$ cat src/rtl/ysyx_23060061_ifu_if.sv
// ---------------------------------------------------------------------------
// ysyx_23060061_ifu_if
// Bundles every handshake/bus signal of the instruction fetch unit.
//   PC channel    : pc_valid, pc_in, pc_ready       (core -> IFU next-PC offer)
//   Redirect      : flush, flush_pc                 (overrides pc_valid)
//   Read request  : mem_arvalid, mem_araddr, mem_arready
//   Read response : mem_rvalid, mem_rdata, mem_rresp, mem_rready
//   Instruction   : inst_valid, inst, inst_pc, fault, inst_ready
//   Debug         : dbg_state (encoded FSM state of the IFU)
// Handshake rule, all channels: a transfer happens in a cycle where both
// valid and ready are high at the rising clock edge; once valid is raised,
// it and its payload stay unchanged until that transfer.
// master = IFU side, slave = environment (core + memory) side.
// ---------------------------------------------------------------------------
interface ysyx_23060061_ifu_if #(
    parameter int ADDR_W = 32,
    parameter int DATA_W = 32
);
    logic              pc_valid;
    logic [ADDR_W-1:0] pc_in;
    logic              pc_ready;
    logic              flush;
    logic [ADDR_W-1:0] flush_pc;
    logic              mem_arvalid;
    logic [ADDR_W-1:0] mem_araddr;
    logic              mem_arready;
    logic              mem_rvalid;
    logic [DATA_W-1:0] mem_rdata;
    logic [1:0]        mem_rresp;
    logic              mem_rready;
    logic              inst_valid;
    logic [DATA_W-1:0] inst;
    logic [ADDR_W-1:0] inst_pc;
    logic              inst_ready;
    logic              fault;
    logic [2:0]        dbg_state;

    modport master (
        input  pc_valid, pc_in, flush, flush_pc,
        input  mem_arready, mem_rvalid, mem_rdata, mem_rresp, inst_ready,
        output pc_ready, mem_arvalid, mem_araddr, mem_rready,
        output inst_valid, inst, inst_pc, fault, dbg_state
    );

    modport slave (
        output pc_valid, pc_in, flush, flush_pc,
        output mem_arready, mem_rvalid, mem_rdata, mem_rresp, inst_ready,
        input  pc_ready, mem_arvalid, mem_araddr, mem_rready,
        input  inst_valid, inst, inst_pc, fault, dbg_state
    );
endinterface

$ cat src/rtl/ysyx_23060061_ifu.sv
// ---------------------------------------------------------------------------
// ysyx_23060061_ifu
// Instruction fetch unit feeding the single-cycle core. Issues one 32-bit
// read per fetch PC, holds the instruction until the core takes it, then
// waits for the next PC. A flush redirects fetch and discards any in-flight
// read (exactly one read is ever outstanding).
// Ports:
//   clk  - clock
//   rst  - asynchronous active-high reset; restarts fetch at RESET_PC
//   bus  - ysyx_23060061_ifu_if.master (PC, flush, AR/R bus, inst, debug)
// Optional build macro:
//   YSYX_23060061_IFU_MISALIGN_CHECK_EN - a fetch target with addr[1:0]!=0
//   issues no bus request and is returned as a faulting NOP (0x00000013).
// ---------------------------------------------------------------------------
module ysyx_23060061_ifu #(
    parameter int                ADDR_W   = 32,
    parameter int                DATA_W   = 32,
    parameter logic [ADDR_W-1:0] RESET_PC = 32'h80000000
) (
    input logic                   clk,
    input logic                   rst,
    ysyx_23060061_ifu_if.master   bus
);
    typedef enum logic [2:0] {
        IDLE  = 3'd0,
        REQ   = 3'd1,
        WAIT  = 3'd2,
        DRAIN = 3'd3,
        HOLD  = 3'd4
    } state_e;

    state_e            state_q, state_d;
    logic [ADDR_W-1:0] fetch_pc_q, fetch_pc_d;
    logic              flush_pend_q, flush_pend_d;
    logic [ADDR_W-1:0] pend_pc_q, pend_pc_d;
    logic [DATA_W-1:0] inst_q, inst_d;
    logic [ADDR_W-1:0] inst_pc_q, inst_pc_d;
    logic              fault_q, fault_d;

    // A new fetch target chosen this cycle; resolved into REQ (or a
    // misalign fault) in one place at the end of the next-state logic.
    logic              take;
    logic [ADDR_W-1:0] tgt;

    always_comb begin
        state_d      = state_q;
        fetch_pc_d   = fetch_pc_q;
        flush_pend_d = flush_pend_q;
        pend_pc_d    = pend_pc_q;
        inst_d       = inst_q;
        inst_pc_d    = inst_pc_q;
        fault_d      = fault_q;
        take         = 1'b0;
        tgt          = '0;

        case (state_q)
            IDLE: begin
                if (bus.flush) begin
                    take = 1'b1;
                    tgt  = bus.flush_pc;
                end else if (bus.pc_valid) begin
                    take = 1'b1;
                    tgt  = bus.pc_in;
                end
            end
            REQ: begin
                // The request cannot be withdrawn, so a flush is only
                // remembered; the address stays put until arready.
                if (bus.flush) begin
                    flush_pend_d = 1'b1;
                    pend_pc_d    = bus.flush_pc;
                end
                if (bus.mem_arready) begin
                    state_d = (flush_pend_q || bus.flush) ? DRAIN : WAIT;
                end
            end
            WAIT: begin
                if (bus.flush && bus.mem_rvalid) begin
                    take = 1'b1;
                    tgt  = bus.flush_pc;
                end else if (bus.flush) begin
                    flush_pend_d = 1'b1;
                    pend_pc_d    = bus.flush_pc;
                    state_d      = DRAIN;
                end else if (bus.mem_rvalid) begin
                    inst_d    = bus.mem_rdata;
                    inst_pc_d = fetch_pc_q;
                    fault_d   = (bus.mem_rresp != 2'b00);
                    state_d   = HOLD;
                end
            end
            DRAIN: begin
                if (bus.flush) begin
                    pend_pc_d = bus.flush_pc;
                end
                if (bus.mem_rvalid) begin
                    flush_pend_d = 1'b0;
                    take         = 1'b1;
                    tgt          = bus.flush ? bus.flush_pc : pend_pc_q;
                end
            end
            HOLD: begin
                if (bus.flush) begin
                    take = 1'b1;
                    tgt  = bus.flush_pc;
                end else if (bus.inst_ready) begin
                    state_d = IDLE;
                end
            end
            default: begin
                state_d = REQ;
            end
        endcase

        if (take) begin
            fetch_pc_d = tgt;
            state_d    = REQ;
`ifdef YSYX_23060061_IFU_MISALIGN_CHECK_EN
            if (tgt[1:0] != 2'b00) begin
                fetch_pc_d = fetch_pc_q;
                inst_d     = DATA_W'(32'h00000013);
                inst_pc_d  = tgt;
                fault_d    = 1'b1;
                state_d    = HOLD;
            end
`endif
        end
    end

    always_ff @(posedge clk or posedge rst) begin
        if (rst) begin
            state_q      <= REQ;
            fetch_pc_q   <= RESET_PC;
            flush_pend_q <= 1'b0;
            pend_pc_q    <= '0;
            inst_q       <= '0;
            inst_pc_q    <= '0;
            fault_q      <= 1'b0;
        end else begin
            state_q      <= state_d;
            fetch_pc_q   <= fetch_pc_d;
            flush_pend_q <= flush_pend_d;
            pend_pc_q    <= pend_pc_d;
            inst_q       <= inst_d;
            inst_pc_q    <= inst_pc_d;
            fault_q      <= fault_d;
        end
    end

    // All handshake outputs are pure decodes of the state register.
    assign bus.mem_arvalid = (state_q == REQ);
    assign bus.mem_araddr  = fetch_pc_q;
    assign bus.mem_rready  = (state_q == WAIT) || (state_q == DRAIN);
    assign bus.inst_valid  = (state_q == HOLD);
    assign bus.pc_ready    = (state_q == IDLE);
    assign bus.inst        = inst_q;
    assign bus.inst_pc     = inst_pc_q;
    assign bus.fault       = fault_q;
    assign bus.dbg_state   = state_q;
endmodule

$ cat src/flat_wrapper.sv
// flat-port wrapper written by rule: the top's interface ports become plain ports
module ysyx_23060061_ifu_flat 
#(
    parameter int                ADDR_W   = 32,
    parameter int                DATA_W   = 32,
    parameter logic [ADDR_W-1:0] RESET_PC = 32'h80000000
)
  (clk, rst, bus_pc_valid, bus_pc_in, bus_flush, bus_flush_pc, bus_mem_arready, bus_mem_rvalid, bus_mem_rdata, bus_mem_rresp, bus_inst_ready, bus_pc_ready, bus_mem_arvalid, bus_mem_araddr, bus_mem_rready, bus_inst_valid, bus_inst, bus_inst_pc, bus_fault, bus_dbg_state);
  ysyx_23060061_ifu_if #(.ADDR_W(ADDR_W), .DATA_W(DATA_W)) bus_i ();
  input logic clk;
  input logic rst;
  input wire logic [$bits(bus_i.pc_valid)-1:0] bus_pc_valid;
  input wire logic [$bits(bus_i.pc_in)-1:0] bus_pc_in;
  input wire logic [$bits(bus_i.flush)-1:0] bus_flush;
  input wire logic [$bits(bus_i.flush_pc)-1:0] bus_flush_pc;
  input wire logic [$bits(bus_i.mem_arready)-1:0] bus_mem_arready;
  input wire logic [$bits(bus_i.mem_rvalid)-1:0] bus_mem_rvalid;
  input wire logic [$bits(bus_i.mem_rdata)-1:0] bus_mem_rdata;
  input wire logic [$bits(bus_i.mem_rresp)-1:0] bus_mem_rresp;
  input wire logic [$bits(bus_i.inst_ready)-1:0] bus_inst_ready;
  output wire logic [$bits(bus_i.pc_ready)-1:0] bus_pc_ready;
  output wire logic [$bits(bus_i.mem_arvalid)-1:0] bus_mem_arvalid;
  output wire logic [$bits(bus_i.mem_araddr)-1:0] bus_mem_araddr;
  output wire logic [$bits(bus_i.mem_rready)-1:0] bus_mem_rready;
  output wire logic [$bits(bus_i.inst_valid)-1:0] bus_inst_valid;
  output wire logic [$bits(bus_i.inst)-1:0] bus_inst;
  output wire logic [$bits(bus_i.inst_pc)-1:0] bus_inst_pc;
  output wire logic [$bits(bus_i.fault)-1:0] bus_fault;
  output wire logic [$bits(bus_i.dbg_state)-1:0] bus_dbg_state;
  assign bus_i.pc_valid = bus_pc_valid;
  assign bus_i.pc_in = bus_pc_in;
  assign bus_i.flush = bus_flush;
  assign bus_i.flush_pc = bus_flush_pc;
  assign bus_i.mem_arready = bus_mem_arready;
  assign bus_i.mem_rvalid = bus_mem_rvalid;
  assign bus_i.mem_rdata = bus_mem_rdata;
  assign bus_i.mem_rresp = bus_mem_rresp;
  assign bus_i.inst_ready = bus_inst_ready;
  assign bus_pc_ready = bus_i.pc_ready;
  assign bus_mem_arvalid = bus_i.mem_arvalid;
  assign bus_mem_araddr = bus_i.mem_araddr;
  assign bus_mem_rready = bus_i.mem_rready;
  assign bus_inst_valid = bus_i.inst_valid;
  assign bus_inst = bus_i.inst;
  assign bus_inst_pc = bus_i.inst_pc;
  assign bus_fault = bus_i.fault;
  assign bus_dbg_state = bus_i.dbg_state;
  ysyx_23060061_ifu #(.ADDR_W(ADDR_W), .DATA_W(DATA_W), .RESET_PC(RESET_PC)) u_core (.clk(clk), .rst(rst), .bus(bus_i));
endmodule
$ cat config.mk
export PLATFORM = sky130hd
export DESIGN_NAME = ysyx_23060061_ifu_flat
export DESIGN_NICKNAME = d
export VERILOG_FILES = /design/src/rtl/ysyx_23060061_ifu_if.sv /design/src/rtl/ysyx_23060061_ifu.sv /design/src/flat_wrapper.sv
export SDC_FILE = /design/constraint.sdc
export NUM_CORES = 1
export LEC_CHECK = 0
export ABC_AREA = 1
export CAP_MARGIN = 20
export CORE_MARGIN = 4
export CORE_UTILIZATION = 50
export DETAILED_ROUTE_END_ITERATION = 7
export GPL_ROUTABILITY_DRIVEN = 1
export GPL_TIMING_DRIVEN = 0
export PLACE_DENSITY = 0.86
export SYNTH_ARGS = -nofsm -noshare
export SYNTH_HDL_FRONTEND = slang
export SYNTH_SLANG_ARGS = --single-unit
$ cat constraint.sdc
create_clock -name clk -period 7.25 [get_ports clk]
set_clock_uncertainty 0.05 [all_clocks]
set_input_delay 1.45 -clock clk [delete_from_list [all_inputs] [get_ports clk]]
set_output_delay 1.45 -clock clk [all_outputs]
set_load 0.02 [all_outputs]
## After elaboration in Yosys (flattened, before gate mapping)

Cells that the tools add are included.

| storage, ports and cells | value |
|---|---|
| flip-flop bits (word level) | 133 |
| latch bits | 0 |
| RAM bits | 0 |
| memory bits (read-only) | 0 |
| input port bits | 105 |
| word-level logic and storage cells | 62 |
| memories kept | 0 |

| cells by class | value |
|---|---|
| $add $sub $neg | 0 |
| multipliers | 0 |
| divide/modulo/power cells | 0 |
| $lt $le $gt $ge | 0 |
| equal/unequal tests | 12 |
| shift operators | 0 |
| multiplexer cells | 28 |
| bitwise gates (word level) | 2 |
| reductions and logical operators | 13 |

Operators with widths:

| cell | count |
|---|---|
| $mux 32 | 7 |
| $pmux 32 s4 | 1 |
| $pmux 32 s2 | 1 |
| $mux 3 | 7 |
| $ne 3x2->1 const B | 4 |
| $pmux 3 s4 | 1 |
| $mux 1 | 9 |
| $eq 3x2->1 const B | 2 |
| $reduce_and 6->1 | 1 |
| $ne 2x2->1 const B | 2 |
| $ne 4x3->1 const B | 1 |
| $pmux 1 s4 | 1 |
| $reduce_and 4->1 | 1 |
| $reduce_bool 2->1 | 2 |
| $reduce_or 2->1 | 2 |
| $eq 3x1->1 const B | 1 |
| $eq 3x3->1 const B | 1 |
| $logic_not 3->1 | 1 |
| $pmux 1 s3 | 1 |
| $reduce_and 3->1 | 1 |
| $reduce_bool 3->1 | 1 |
| $logic_or 1x1->1 | 2 |
| $ne 2x1->1 const B | 1 |
| $not 1->1 | 2 |
| 2 further kinds | 2 |

## Longest topological paths before layout

| depth | value |
|---|---|
| depth in word-level cells | 5 |
| mapped depth | 10 |
| mapped depth without buffers | 9 |

## Worst setup path after synthesis

Ideal clock, no wire load.

| timing path | value |
|---|---|
| kind | reg2out |
| start point | register u_core.state_q[0] (netlist: u_core.bus.dbg_state[0]) |
| end point | output port bus_mem_arvalid |
| arrival time | 1.172 ns |
| required time | 5.750 ns |
| path slack | 4.578 ns |
| cell stages (with the launch flop) | 4 |
| buffers on the path | 1 |
| path through | dfstp_2 > buf_4 > nand2_1 > nor2_1 |

| on the way | value |
|---|---|
| cells in the longest elaborated chain, start to end | 1 |

RTL lines:

| what | line | source |
|---|---|---|
| start: declaration | ysyx_23060061_ifu.sv:32 | `state_e state_q, state_d;` |
| start signal: assignment | ysyx_23060061_ifu.sv:140 | `state_q <= state_d;` |
| $eq 3x1->1 | ysyx_23060061_ifu.sv:151 | `assign bus.mem_arvalid = (state_q == REQ);` |
| end: declaration | flat_wrapper.sv:22 | `output wire logic [$bits(bus_i.mem_arvalid)-1:0] bus_mem_arvalid;` |

Every way passes these cells.

## Final worst setup path

| timing path | value |
|---|---|
| start point | register u_core.state_q[1] (netlist: u_core.bus.dbg_state[1]) |
| end point | output port bus_pc_ready |

| on the way | value |
|---|---|
| cells in the longest elaborated chain, start to end | 1 |

RTL lines:

| what | line | source |
|---|---|---|
| $logic_not 3->1 | ysyx_23060061_ifu.sv:155 | `assign bus.pc_ready = (state_q == IDLE);` |
| end: declaration | flat_wrapper.sv:21 | `output wire logic [$bits(bus_i.pc_ready)-1:0] bus_pc_ready;` |

Every way passes these cells.

==> flow_summary.yaml <==
global_route:
  antenna_found_initial: 0
  grt_max_degree: 87
  track_usage: 0.2954
  grt_pass1_wl_um: 33350
  gr-total-overflow: 0
  grt_pass1_vias: 6510
critical_path:
  cp.required_ns: 5.75
  critical_path.n_buffers_inverters: 4
  critPathTopFamily: "buffers and inverters"
  worstPathArrival_ns: 2.24
  crit_fanout: 10
  cp-end-kind: "output pin"
  crit_path_start_kind: "flip-flop"
  critPathSlowestCell: "clkdlybuf4s50_1"
  path_cells: "buf_4 > nor2_2 > nand2_2 > inv_2 > buf_2 > clkdlybuf4s50_1"
  worstSetupPathType: "flip-flop to output pin"
  critPathMaxStageDelay_ns: 0.65
logic_synthesis:
  yosysTopAreaCellShare: 0.5128
  yosysTopAreaCell: "dfrtp_1"
  ys_types: 26
  muxShareOfSynthArea: 0
  syn_area_per_cell_um2: 7.702
  yosysWarnings: 0
  synth_adder_area_share: 0
  synthSimpleGateAreaFrac: 0.3120
  syn_nets: 935
  synth_seq_cells: 133
  synth_xor_area_frac: 0
  synth_top_family_by_area: "simple AND/OR/NAND/NOR gates"
  yosysSeqAreaShare: 0.5210
  synthTopCellsByArea: "dfrtp_1 (51%), nand2_1 (23%), o21ai_0 (5.9%)"
  synth_cells: 830
  synth_compound_area_frac: 0.08651
  netlist_area_um2: 6392
worst_hold_path:
  hp-class: "flip-flop to flip-flop"
sta:
  fmax_mhz: 267.7
  hold_viol_final: 0
  rsz0062_at_grt: "no"
  fin_crit_sh: 0.5153
  tightest_slew_ns: 0.6169
  relSlewSlack: 0.5887
  drv_slew: 0
  fin_setup_tns_ns: 0
  setup_viol: 0
  period_needed_ns: 3.736
clock_network:
  postCtsHoldBufs: 0
  htree_levels: 4
  cts_sinks: 133
  worstSkewPairLatency_ns: 0.42
  cts-root-buf: "clkbuf_16"
  cts_resized: 0
  clkSlewWorstSetupHoldPaths_ns: 0.06
  cts_tree: "yes"
  cts_buffers: 17
  clockBufferDepth: 2
  post-cts-setup-buffers: 0
floorplanning:
  coreArea_um2: 12570
  io_pins: 209
  die_w_um: 121.1
  die_area_um2: 14660
  chipHeight_um: 121.1
  fp-row-count: 41
  start_util: 0.5086
route:
  postRouteWirelength_um: 21480
  drc: 0
  wl_per_cell_um: 17.28
  drt_pre_antenna_iters: 6
  vias: 6645
  via_per_inst: 5.346
  drtIter0Drc: 530
  ant_nets: 0
power_and_ir_drop:
  switching_power_mw: 1.668
  pwr_density_cell_nw_per_um2: 450.9
  power_mw: 4.243
  pwr-share-comb: 0.457
  ir_worst_vdd_v: 0.0002008
  power.share.switching: 0.3930
  p_leak_nw: 4.591
  internal-power_mw: 2.576
  power_frac_seq: 0.308
  power_frac_clock: 0.236
cells_and_area:
  stdcell_area_um2: 9412
  diodes: 0
  layout-drive-gt1-share: 0.08217
  layout_common_cells: "nand2_1 (388), clkdlybuf4s50_1 (208), dfrtp_1 (131)"
  areaGrowthSynthToFinish_pct: 47.23
  nets: 1163
  fin_util: 0.7488
  final_common_cell: "nand2_1"
  final_cells: 1243
outcome:
  status: "complete, no violations"
placement:
  dp_hpwl_um: 15550
  dp.cells: 1211
  portBuffers: 208
  place.gp.congestion: 0.9635
  placed_cell_area_um2: 8722
job:
  cap_violations: 0
[metrics by stage]
stage          worst slack, ns  hold WS, ns
5_1_grt                  3.413       0.4435
3_3_place_gp            0.3622       0.4107
3_5_place_dp             3.921       0.4136
4_1_cts                  3.527       0.4299
6_report                 3.514       0.4266
2_1_floorplan            2.199       0.4452
[Yosys cell counts]
cell type  instances
nor2_2             3
dfrtp_1          131
o21bai_1           2
nand2_1          388
a21oi_1            9
o21a_1            12
dfstp_2            2
inv_1             60
clkbuf_1          11
nor2_8             1
inv_2              4
nor2_1            27
nand3b_1           1
buf_6              5
nand4_1           24
o21ai_1            1
inv_4              1
nand3_2            1
buf_4             10
nand2_4            2
o21ai_0           75
buf_2             19
nand2_2            4
nand3_1           32
a21boi_0           3
nor2_4             2
[logic make-up (layout without fill, tap and decap cells)]
logic type | after synthesis | count (layout)
buffers and inverters | 110 | 351
DFF | 133 | 133
and+or+nand+nor | 485 | 485
AOI/OAI and AO/OA | 102 | 102
[power groups by stage]
| stage | logic [mW] | registers [mW] | clock network [mW] |
|---|---|---|---|
| after CTS | 1.93 | 1.30 | 1.00 |
| after global routing | 2.09 | 1.34 | 1.03 |
| after floorplan | 0.715 | 1.59 | 0 |
| final | 1.94 | 1.31 | 0.999 |
| after detailed placement | 1.91 | 1.31 | 0 |
| after global placement | 1.86 | 1.29 | 0 |
[per-layer routing]
| metal | vias up | global-route usage | wire length [um] |
|---|---|---|---|
| met5 | - | 0 | 0 |
| met4 | 0 | 0.1431 | 856 |
| met3 | 71 | 0.08345 | 2237 |
| met2 | 403 | 0.4911 | 10290 |
| met1 | 3101 | 0.3529 | 8095 |
| li1 | 3070 | - | - |
[worst reg2reg max path: stages (launching register included)]
cell      delay, ns
dfstp_2        0.53
buf_4          0.17
nand3_1        0.14
nor2_2         0.29
clkbuf_1       0.48
o21ai_0        0.22
nand4_1        0.12
[sequential cells by signal, summed over array words and instances, names as in the netlist]
| name | flops |
|---|---|
| u_core.bus.dbg_state | 3 |
| u_core.pend_pc_q | 32 |
| u_core.bus.inst | 32 |
| u_core.bus.fault | 1 |
| u_core.flush_pend_q | 1 |
| u_core.bus.mem_araddr | 32 |
| u_core.bus.inst_pc | 32 |
[path summary, 6_finish.rpt]
path | from | endpoint | slack [ns] | cells past startpoint
max reg2reg | u_core.bus.dbg_state[0]$_DFFE_PP1P_ | u_core.bus.mem_araddr[6]$_DFFE_PP0P_ | 5.18 | 6
min in group asynchronous | rst | u_core.bus.inst_pc[12]$_DFFE_PP0P_ | 1.37 | 2
min | u_core.bus.inst[21]$_DFFE_PP0P_ | u_core.bus.inst[21]$_DFFE_PP0P_ | 0.43 | 2
max | u_core.bus.dbg_state[1]$_DFFE_PP0P_ | bus_pc_ready | 3.51 | 6
max in group asynchronous | rst | u_core.bus.dbg_state[0]$_DFFE_PP1P_ | 5.00 | 3
min reg2reg | u_core.bus.inst[21]$_DFFE_PP0P_ | u_core.bus.inst[21]$_DFFE_PP0P_ | 0.43 | 2
[layout make-up]
cell class / instances / area, um^2
repair buffers: 209 / 2110
clock inverters: 12 / 222.7
inverters: 65 / 251.5
plain buffers: 45 / 267.8
fillers: 895 / 3157
multi-input cells: 587 / 2547
well taps: 172 / 215.2
flip-flops and latches: 133 / 3331
clock buffers: 20 / 466.7
Note: power is estimated with default switching activity, not from simulation.
